<file path="src/rtl/btb_update_controller_if.sv">
// btb_update_controller_if: EX resolve inputs, BTB write port and pipeline control signals
interface btb_update_controller_if #(parameter int INDEX_BITS = 4);
   logic                       EX_Valid;
   logic                       EX_Is_Branch;
   logic [31:0]                EX_PC_4;
   logic                       EX_Taken;
   logic [31:0]                EX_Target;
   logic                       EX_Pred_Taken;
   logic [31:0]                EX_Pred_Target;
   logic                       BTB_Write_Grant;
   logic                       BTB_WE;
   logic [INDEX_BITS-1:0]      BTB_Index;
   logic [32-INDEX_BITS-3:0]   BTB_Tag;
   logic [31:0]                BTB_Target;
   logic                       BTB_Valid;
   logic [1:0]                 BTB_Counter;
   logic                       Mispredict;
   logic [31:0]                Redirect_PC;
   logic                       Stall_EX;
   logic                       Init_Busy;
   modport slave (
      input  EX_Valid, EX_Is_Branch, EX_PC_4, EX_Taken, EX_Target, EX_Pred_Taken, EX_Pred_Target,
             BTB_Write_Grant,
      output BTB_WE, BTB_Index, BTB_Tag, BTB_Target, BTB_Valid, BTB_Counter,
             Mispredict, Redirect_PC, Stall_EX, Init_Busy
   );
   modport master (
      output EX_Valid, EX_Is_Branch, EX_PC_4, EX_Taken, EX_Target, EX_Pred_Taken, EX_Pred_Target,
             BTB_Write_Grant,
      input  BTB_WE, BTB_Index, BTB_Tag, BTB_Target, BTB_Valid, BTB_Counter,
             Mispredict, Redirect_PC, Stall_EX, Init_Busy
   );
endinterface

</file>
<file path="src/rtl/btb_update_controller.sv">
// btb_update_controller: BTB init sweep, 2-bit direction counters, mispredict detection and queued BTB writes
module btb_update_controller #(
   parameter int INDEX_BITS = 4,
   parameter int QDEPTH     = 4
) (
   input logic CLK,
   input logic RESET,
   btb_update_controller_if.slave bus
);
   localparam int ENTRIES = 2**INDEX_BITS;
   localparam int TW      = 30 - INDEX_BITS;
   localparam int EW      = INDEX_BITS + TW + 35;
   localparam int PW      = $clog2(QDEPTH);
   localparam int CW      = $clog2(QDEPTH + 1);
   typedef enum logic {INIT, RUN} state_t;
   state_t                r_state, w_next;
   logic [INDEX_BITS-1:0] r_sweep;
   logic [1:0]            r_cnt [ENTRIES];
   logic [EW-1:0]         r_q [QDEPTH];
   logic [PW-1:0]         r_rd, r_wr;
   logic [CW-1:0]         r_count;
   logic                  r_mis;
   logic [31:0]           r_redir;
   logic [31:0]           w_pc;
   logic [INDEX_BITS-1:0] w_idx;
   logic [TW-1:0]         w_tag;
   logic [1:0]            w_c, w_cn;
   logic                  w_full, w_res, w_tmis, w_mis, w_enq, w_deq;
   assign w_pc   = bus.EX_PC_4 - 32'd4;
   assign w_idx  = w_pc[INDEX_BITS+1:2];
   assign w_tag  = w_pc[31:INDEX_BITS+2];
   assign w_c    = r_cnt[w_idx];
   assign w_cn   = bus.EX_Taken ? ((w_c == 2'd3) ? 2'd3 : w_c + 2'd1) : ((w_c == 2'd0) ? 2'd0 : w_c - 2'd1);
   assign w_full = r_count == CW'(QDEPTH);
   assign w_tmis = bus.EX_Taken & (bus.EX_Target != bus.EX_Pred_Target);
   assign w_mis  = (bus.EX_Pred_Taken != bus.EX_Taken) | w_tmis;
   assign w_res  = !RESET & (r_state == RUN) & bus.EX_Valid & bus.EX_Is_Branch & !bus.Stall_EX;
   // Stall guarantees a full FIFO is only written when the head pops in the same cycle
   assign w_enq  = w_res & ((w_cn != w_c) | w_tmis);
   always_comb begin
      w_next          = r_state;
      w_deq           = 1'b0;
      bus.BTB_WE      = 1'b0;
      bus.BTB_Index   = '0;
      bus.BTB_Tag     = '0;
      bus.BTB_Target  = '0;
      bus.BTB_Valid   = 1'b0;
      bus.BTB_Counter = '0;
      bus.Stall_EX    = 1'b0;
      bus.Mispredict  = RESET ? 1'b0 : r_mis;
      bus.Redirect_PC = RESET ? 32'd0 : r_redir;
      bus.Init_Busy   = RESET | (r_state == INIT);
      if (RESET) begin
         w_next = INIT;
      end else if (r_state == INIT) begin
         bus.Stall_EX    = 1'b1;
         bus.BTB_WE      = bus.BTB_Write_Grant;
         bus.BTB_Index   = r_sweep;
         bus.BTB_Counter = 2'b01;
         w_next          = (bus.BTB_Write_Grant && &r_sweep) ? RUN : INIT;
      end else begin
         w_deq        = (r_count != '0) & bus.BTB_Write_Grant;
         bus.Stall_EX = w_full & !bus.BTB_Write_Grant;
         bus.BTB_WE   = w_deq;
         {bus.BTB_Index, bus.BTB_Tag, bus.BTB_Target, bus.BTB_Valid, bus.BTB_Counter} = r_q[r_rd];
      end
   end
   always_ff @(posedge CLK) begin
      if (RESET) begin
         r_state <= INIT;
         r_sweep <= '0;
         r_rd    <= '0;
         r_wr    <= '0;
         r_count <= '0;
         r_mis   <= 1'b0;
         r_redir <= '0;
         for (int i = 0; i < ENTRIES; i++) r_cnt[i] <= 2'b01;
      end else begin
         r_state <= w_next;
         r_mis   <= w_res & w_mis;
         r_count <= r_count + CW'(w_enq) - CW'(w_deq);
         if (r_state == INIT && bus.BTB_Write_Grant) r_sweep <= r_sweep + 1'b1;
         if (w_res && w_mis) r_redir <= bus.EX_Taken ? bus.EX_Target : bus.EX_PC_4;
         if (w_res) r_cnt[w_idx] <= w_cn;
         if (w_enq) begin
            r_q[r_wr] <= {w_idx, w_tag, bus.EX_Target, w_cn[1], w_cn};
            r_wr      <= r_wr + 1'b1;
         end
         if (w_deq) r_rd <= r_rd + 1'b1;
      end
   end
endmodule

</file>
<file path="src/flat_wrapper.sv">
// flat-port wrapper written by rule: the top's interface ports become plain ports
module btb_update_controller_flat 
#(
   parameter int INDEX_BITS = 4,
   parameter int QDEPTH     = 4
)
  (CLK, RESET, bus_EX_Valid, bus_EX_Is_Branch, bus_EX_PC_4, bus_EX_Taken, bus_EX_Target, bus_EX_Pred_Taken, bus_EX_Pred_Target, bus_BTB_Write_Grant, bus_BTB_WE, bus_BTB_Index, bus_BTB_Tag, bus_BTB_Target, bus_BTB_Valid, bus_BTB_Counter, bus_Mispredict, bus_Redirect_PC, bus_Stall_EX, bus_Init_Busy);
  btb_update_controller_if #(.INDEX_BITS(INDEX_BITS)) bus_i ();
  input logic CLK;
  input logic RESET;
  input wire logic [$bits(bus_i.EX_Valid)-1:0] bus_EX_Valid;
  input wire logic [$bits(bus_i.EX_Is_Branch)-1:0] bus_EX_Is_Branch;
  input wire logic [$bits(bus_i.EX_PC_4)-1:0] bus_EX_PC_4;
  input wire logic [$bits(bus_i.EX_Taken)-1:0] bus_EX_Taken;
  input wire logic [$bits(bus_i.EX_Target)-1:0] bus_EX_Target;
  input wire logic [$bits(bus_i.EX_Pred_Taken)-1:0] bus_EX_Pred_Taken;
  input wire logic [$bits(bus_i.EX_Pred_Target)-1:0] bus_EX_Pred_Target;
  input wire logic [$bits(bus_i.BTB_Write_Grant)-1:0] bus_BTB_Write_Grant;
  output wire logic [$bits(bus_i.BTB_WE)-1:0] bus_BTB_WE;
  output wire logic [$bits(bus_i.BTB_Index)-1:0] bus_BTB_Index;
  output wire logic [$bits(bus_i.BTB_Tag)-1:0] bus_BTB_Tag;
  output wire logic [$bits(bus_i.BTB_Target)-1:0] bus_BTB_Target;
  output wire logic [$bits(bus_i.BTB_Valid)-1:0] bus_BTB_Valid;
  output wire logic [$bits(bus_i.BTB_Counter)-1:0] bus_BTB_Counter;
  output wire logic [$bits(bus_i.Mispredict)-1:0] bus_Mispredict;
  output wire logic [$bits(bus_i.Redirect_PC)-1:0] bus_Redirect_PC;
  output wire logic [$bits(bus_i.Stall_EX)-1:0] bus_Stall_EX;
  output wire logic [$bits(bus_i.Init_Busy)-1:0] bus_Init_Busy;
  assign bus_i.EX_Valid = bus_EX_Valid;
  assign bus_i.EX_Is_Branch = bus_EX_Is_Branch;
  assign bus_i.EX_PC_4 = bus_EX_PC_4;
  assign bus_i.EX_Taken = bus_EX_Taken;
  assign bus_i.EX_Target = bus_EX_Target;
  assign bus_i.EX_Pred_Taken = bus_EX_Pred_Taken;
  assign bus_i.EX_Pred_Target = bus_EX_Pred_Target;
  assign bus_i.BTB_Write_Grant = bus_BTB_Write_Grant;
  assign bus_BTB_WE = bus_i.BTB_WE;
  assign bus_BTB_Index = bus_i.BTB_Index;
  assign bus_BTB_Tag = bus_i.BTB_Tag;
  assign bus_BTB_Target = bus_i.BTB_Target;
  assign bus_BTB_Valid = bus_i.BTB_Valid;
  assign bus_BTB_Counter = bus_i.BTB_Counter;
  assign bus_Mispredict = bus_i.Mispredict;
  assign bus_Redirect_PC = bus_i.Redirect_PC;
  assign bus_Stall_EX = bus_i.Stall_EX;
  assign bus_Init_Busy = bus_i.Init_Busy;
  btb_update_controller #(.INDEX_BITS(INDEX_BITS), .QDEPTH(QDEPTH)) u_core (.CLK(CLK), .RESET(RESET), .bus(bus_i));
endmodule
</file>
<file path="config.mk">
export PLATFORM = sky130hd
export DESIGN_NAME = btb_update_controller_flat
export DESIGN_NICKNAME = d
export VERILOG_FILES = /design/src/rtl/btb_update_controller_if.sv /design/src/rtl/btb_update_controller.sv /design/src/flat_wrapper.sv
export SDC_FILE = /design/constraint.sdc
export NUM_CORES = 1
export LEC_CHECK = 0
export ABC_AREA = 1
export CAP_MARGIN = 20
export CORE_MARGIN = 3
export CORE_UTILIZATION = 50
export DETAILED_ROUTE_END_ITERATION = 10
export HOLD_SLACK_MARGIN = 0.15
export PLACE_DENSITY = 0.77
export SYNTH_ARGS = -nofsm -noshare
export SYNTH_HDL_FRONTEND = slang
export SYNTH_SLANG_ARGS = --single-unit
</file>
<file path="constraint.sdc">
create_clock -name CLK -period 5.88 [get_ports CLK]
set_input_delay 1.176 -clock CLK [delete_from_list [all_inputs] [get_ports CLK]]
set_output_delay 1.176 -clock CLK [all_outputs]
set_load 0.03 [all_outputs]
</file>
==> results.json <==
{
  "path_class": "reg -> out",
  "skew_ns": 0.0236,
  "synthFlopType": "edfxtp_1",
  "end_kind": "output pin",
  "netlist_area_mm2": 0.0154,
  "p_sw_mw": 1.12,
  "grt_pass1_wl_um": 65300,
  "cts_tree": "done",
  "grt_max_degree": 91,
  "initial_core_util": 0.514,
  "hp-class": "reg -> reg",
  "cp_slowest_stage_delay_ns": 0.82,
  "rsz0062_at_grt": "no",
  "ant_nets": 0,
  "setup-tns-final_ns": 0,
  "insertion_delay_ns": 0.53,
  "drtIter0Drc": 1439,
  "gp_congestion": 0.870,
  "routed_via_density": 5.43,
  "worstPathRequired_ns": 4.70,
  "async_flop_share": 0,
  "p_leak_nw": 7.06,
  "fp.dieH_um": 181,
  "path_clk_slew_ns": 0.06,
  "setup_slack_ns": 1.16,
  "yosysWarnings": 0,
  "cts.sinks": 335,
  "yosysTopAreaCell": "edfxtp_1",
  "detail_route.first_pass.iterations": 5,
  "combinationalPowerShare": 0.064,
  "cts-root-buf": "clkbuf_16",
  "synth_cell_types": 40,
  "ir_worst_vdd_mv": 0.220,
  "area_growth_pct": 22.9,
  "finalNetCount": 1892,
  "post_cts_buffers": 0,
  "maxSlewHeadroom": 0.315,
  "drv_cap": 0,
  "pwr-share-clk": 0.425,
  "slew_violations": 0,
  "max_freq_mhz": 212,
  "htree_levels": 2,
  "finalSetupViolCount": 0,
  "dp_worst_setup_slack_ns": 1.18,
  "crit_chain": "buf_4, nor2_1, nor2_1, o21ai_0, a21oi_1, clkdlybuf4s50_1",
  "fp-row-count": 63,
  "grt_usage": 0.254,
  "power_density_mw_per_mm2": 268,
  "ctsHoldBuffers": 0,
  "num_io_pins": 204,
  "multi_input_area_mm2": 0.00482,
  "hold_viol_final": 0,
  "arrival_ns": 3.54,
  "remaining_drc_errors": 0,
  "numPortBuffers": 203,
  "n_antenna_cell": 0,
  "switching_share": 0.221,
  "outcome": "complete, no violations",
  "synth_top_area_share": 0.562,
  "cts_made_buffers": 36,
  "vias": 11900,
  "drive_gt1_frac": 0.0682,
  "fillCellCount": 2371,
  "final_cell_mix": "nor2_1 (363), edfxtp_1 (288), nand2_1 (225)",
  "critPathLaunchType": "flop",
  "wl_um": 42800,
  "die_x_um": 181,
  "ys_seq_area_frac": 0.623,
  "ctsLongestPathBuffers": 3,
  "layout_min_cycle_time_ns": 4.72,
  "worst_slew_pin_slew_ns": 1.03,
  "critPathMaxFanout": 90,
  "mostFrequentLayoutCell": "nor2_1",
  "first_global_vias": 11800,
  "syn-instance-count": 1595,
  "slowest_stage": "buf_4",
  "die-area_mm2": 0.0329,
  "avgSynthCellArea_um2": 9.64,
  "period_share": 0.802,
  "gr-total-overflow": 0,
  "ys_top_cells_by_area": "edfxtp_1 (56%), nor2_1 (9.0%), o21ai_0 (6.2%)",
  "post_cts_resized": 0,
  "dpl.hpwl_um": 28300,
  "ff_latch_area_mm2": 0.00959,
  "p_int_mw": 3.94,
  "syn-num-nets": 1711,
  "cpMostUsedCell": "nor2_1",
  "synth-edff-count": 288,
  "core-area_mm2": 0.0300,
  "ys_ff_latch": 335,
  "p_seq_frac": 0.511,
  "post_drt_wl_per_cell_um": 19.5,
  "antenna_found_initial": 1
}
## critical path: cells and delay by family (launching register included)
| family | cells | cell delay (ns) |
|---|---|---|
| compound gates | 2 | 0.53 |
| flops | 1 | 0.62 |
| simple gates | 2 | 0.24 |
| buf+inv | 2 | 1.59 |
## power by group through the flow
| stage | sequential, mW | combinational, mW | clock [mW] |
|---|---|---|---|
| 2_1_floorplan | 2.64 | 0.162 | 0 |
| 3_3_place_gp | 2.64 | 0.315 | 0 |
| 3_5_place_dp | 2.64 | 0.319 | 0 |
| 4_1_cts | 2.59 | 0.321 | 2.17 |
| 5_1_grt | 2.59 | 0.352 | 2.27 |
| 6_report | 2.59 | 0.324 | 2.15 |
## sequential cells by signal, summed over array words and instances (netlist names), named ones only
| signal | flops |
|---|---|
| u_core.r_sweep | 4 |
| u_core.r_cnt | 32 |
| u_core.r_mis | 1 |
| u_core.r_q | 256 |
| u_core.r_rd | 2 |
| u_core.r_count | 3 |
| u_core.r_redir | 32 |
| u_core.r_state | 1 |
| u_core.r_wr | 2 |
## cells by family after synthesis
| logic type | synth area share |
|---|---|
| AOI/OAI and AO/OA | 0.0945 |
| xor gates and xnor gates | 0.0312 |
| adders and majority gates | 0.0111 |
| buffers and inverters | 0.0656 |
| DFF | 0.623 |
| and+or+nand+nor | 0.174 |
## area by class of cell
cell class | count | area share
timing repair buffer | 219 | 0.117
tap | 390 | 0.0258
sequential | 335 | 0.508
multi-input combinational | 1011 | 0.255
clock buffer | 49 | 0.0524
clock inverter | 17 | 0.00741
inverter | 173 | 0.0350
## per-layer routing
metal / vias up / track usage / wire (um)
met3: 98 / 0.0447 / 4080
li1: 5610 / - / -
met4: 2 / 0.0926 / 1520
met5: - / 0 / 13
met2: 572 / 0.427 / 20700
met1: 5624 / 0.333 / 16400
## path summary, 6_finish.rpt
path / from / to / slack [ns] / cells past startpoint
worst min register to register: u_core.r_rd[1] / flop / 0.50 / 1
worst max-delay path: flop / bus_BTB_Target[6] / 1.16 / 6
worst min-delay path: u_core.r_rd[1] / flop / 0.50 / 1
worst max register to register: u_core.r_state / u_core.r_count[2] / 2.98 / 12
## per-stage QoR
step           total power [mW]  area, um2  hold slack [ns]  instances  utilization
3_5_place_dp               2.96      17700            0.486       2127        0.593
4_1_cts                    5.08      18900            0.500       2193        0.630
5_1_grt                    5.21      18900            0.534       2194        0.631
3_3_place_gp               2.95      17700            0.467       2127        0.593
6_report                   5.06      18900            0.495       2194        0.631
2_1_floorplan              2.80      15400            0.450       1595            -
## synth_stat cells (2+ instances only)
cell type,count
buf_2,3
buf_4,3
nor3_1,6
nand3_1,16
a21oi_1,73
xor2_1,15
nor2_4,2
nand2_2,10
inv_4,2
inv_1,161
clkbuf_1,56
nand3_2,4
buf_1,7
nand4_2,3
nand2_1,225
o22ai_1,4
ha_1,12
nor2_1,367
buf_6,6
edfxtp_1,288
o21ai_1,16
o21ai_0,190
xnor2_1,38
dfxtp_1,47
nor2_2,12
inv_2,8
nand4_1,8
Power figures use the tool's default switching activity.
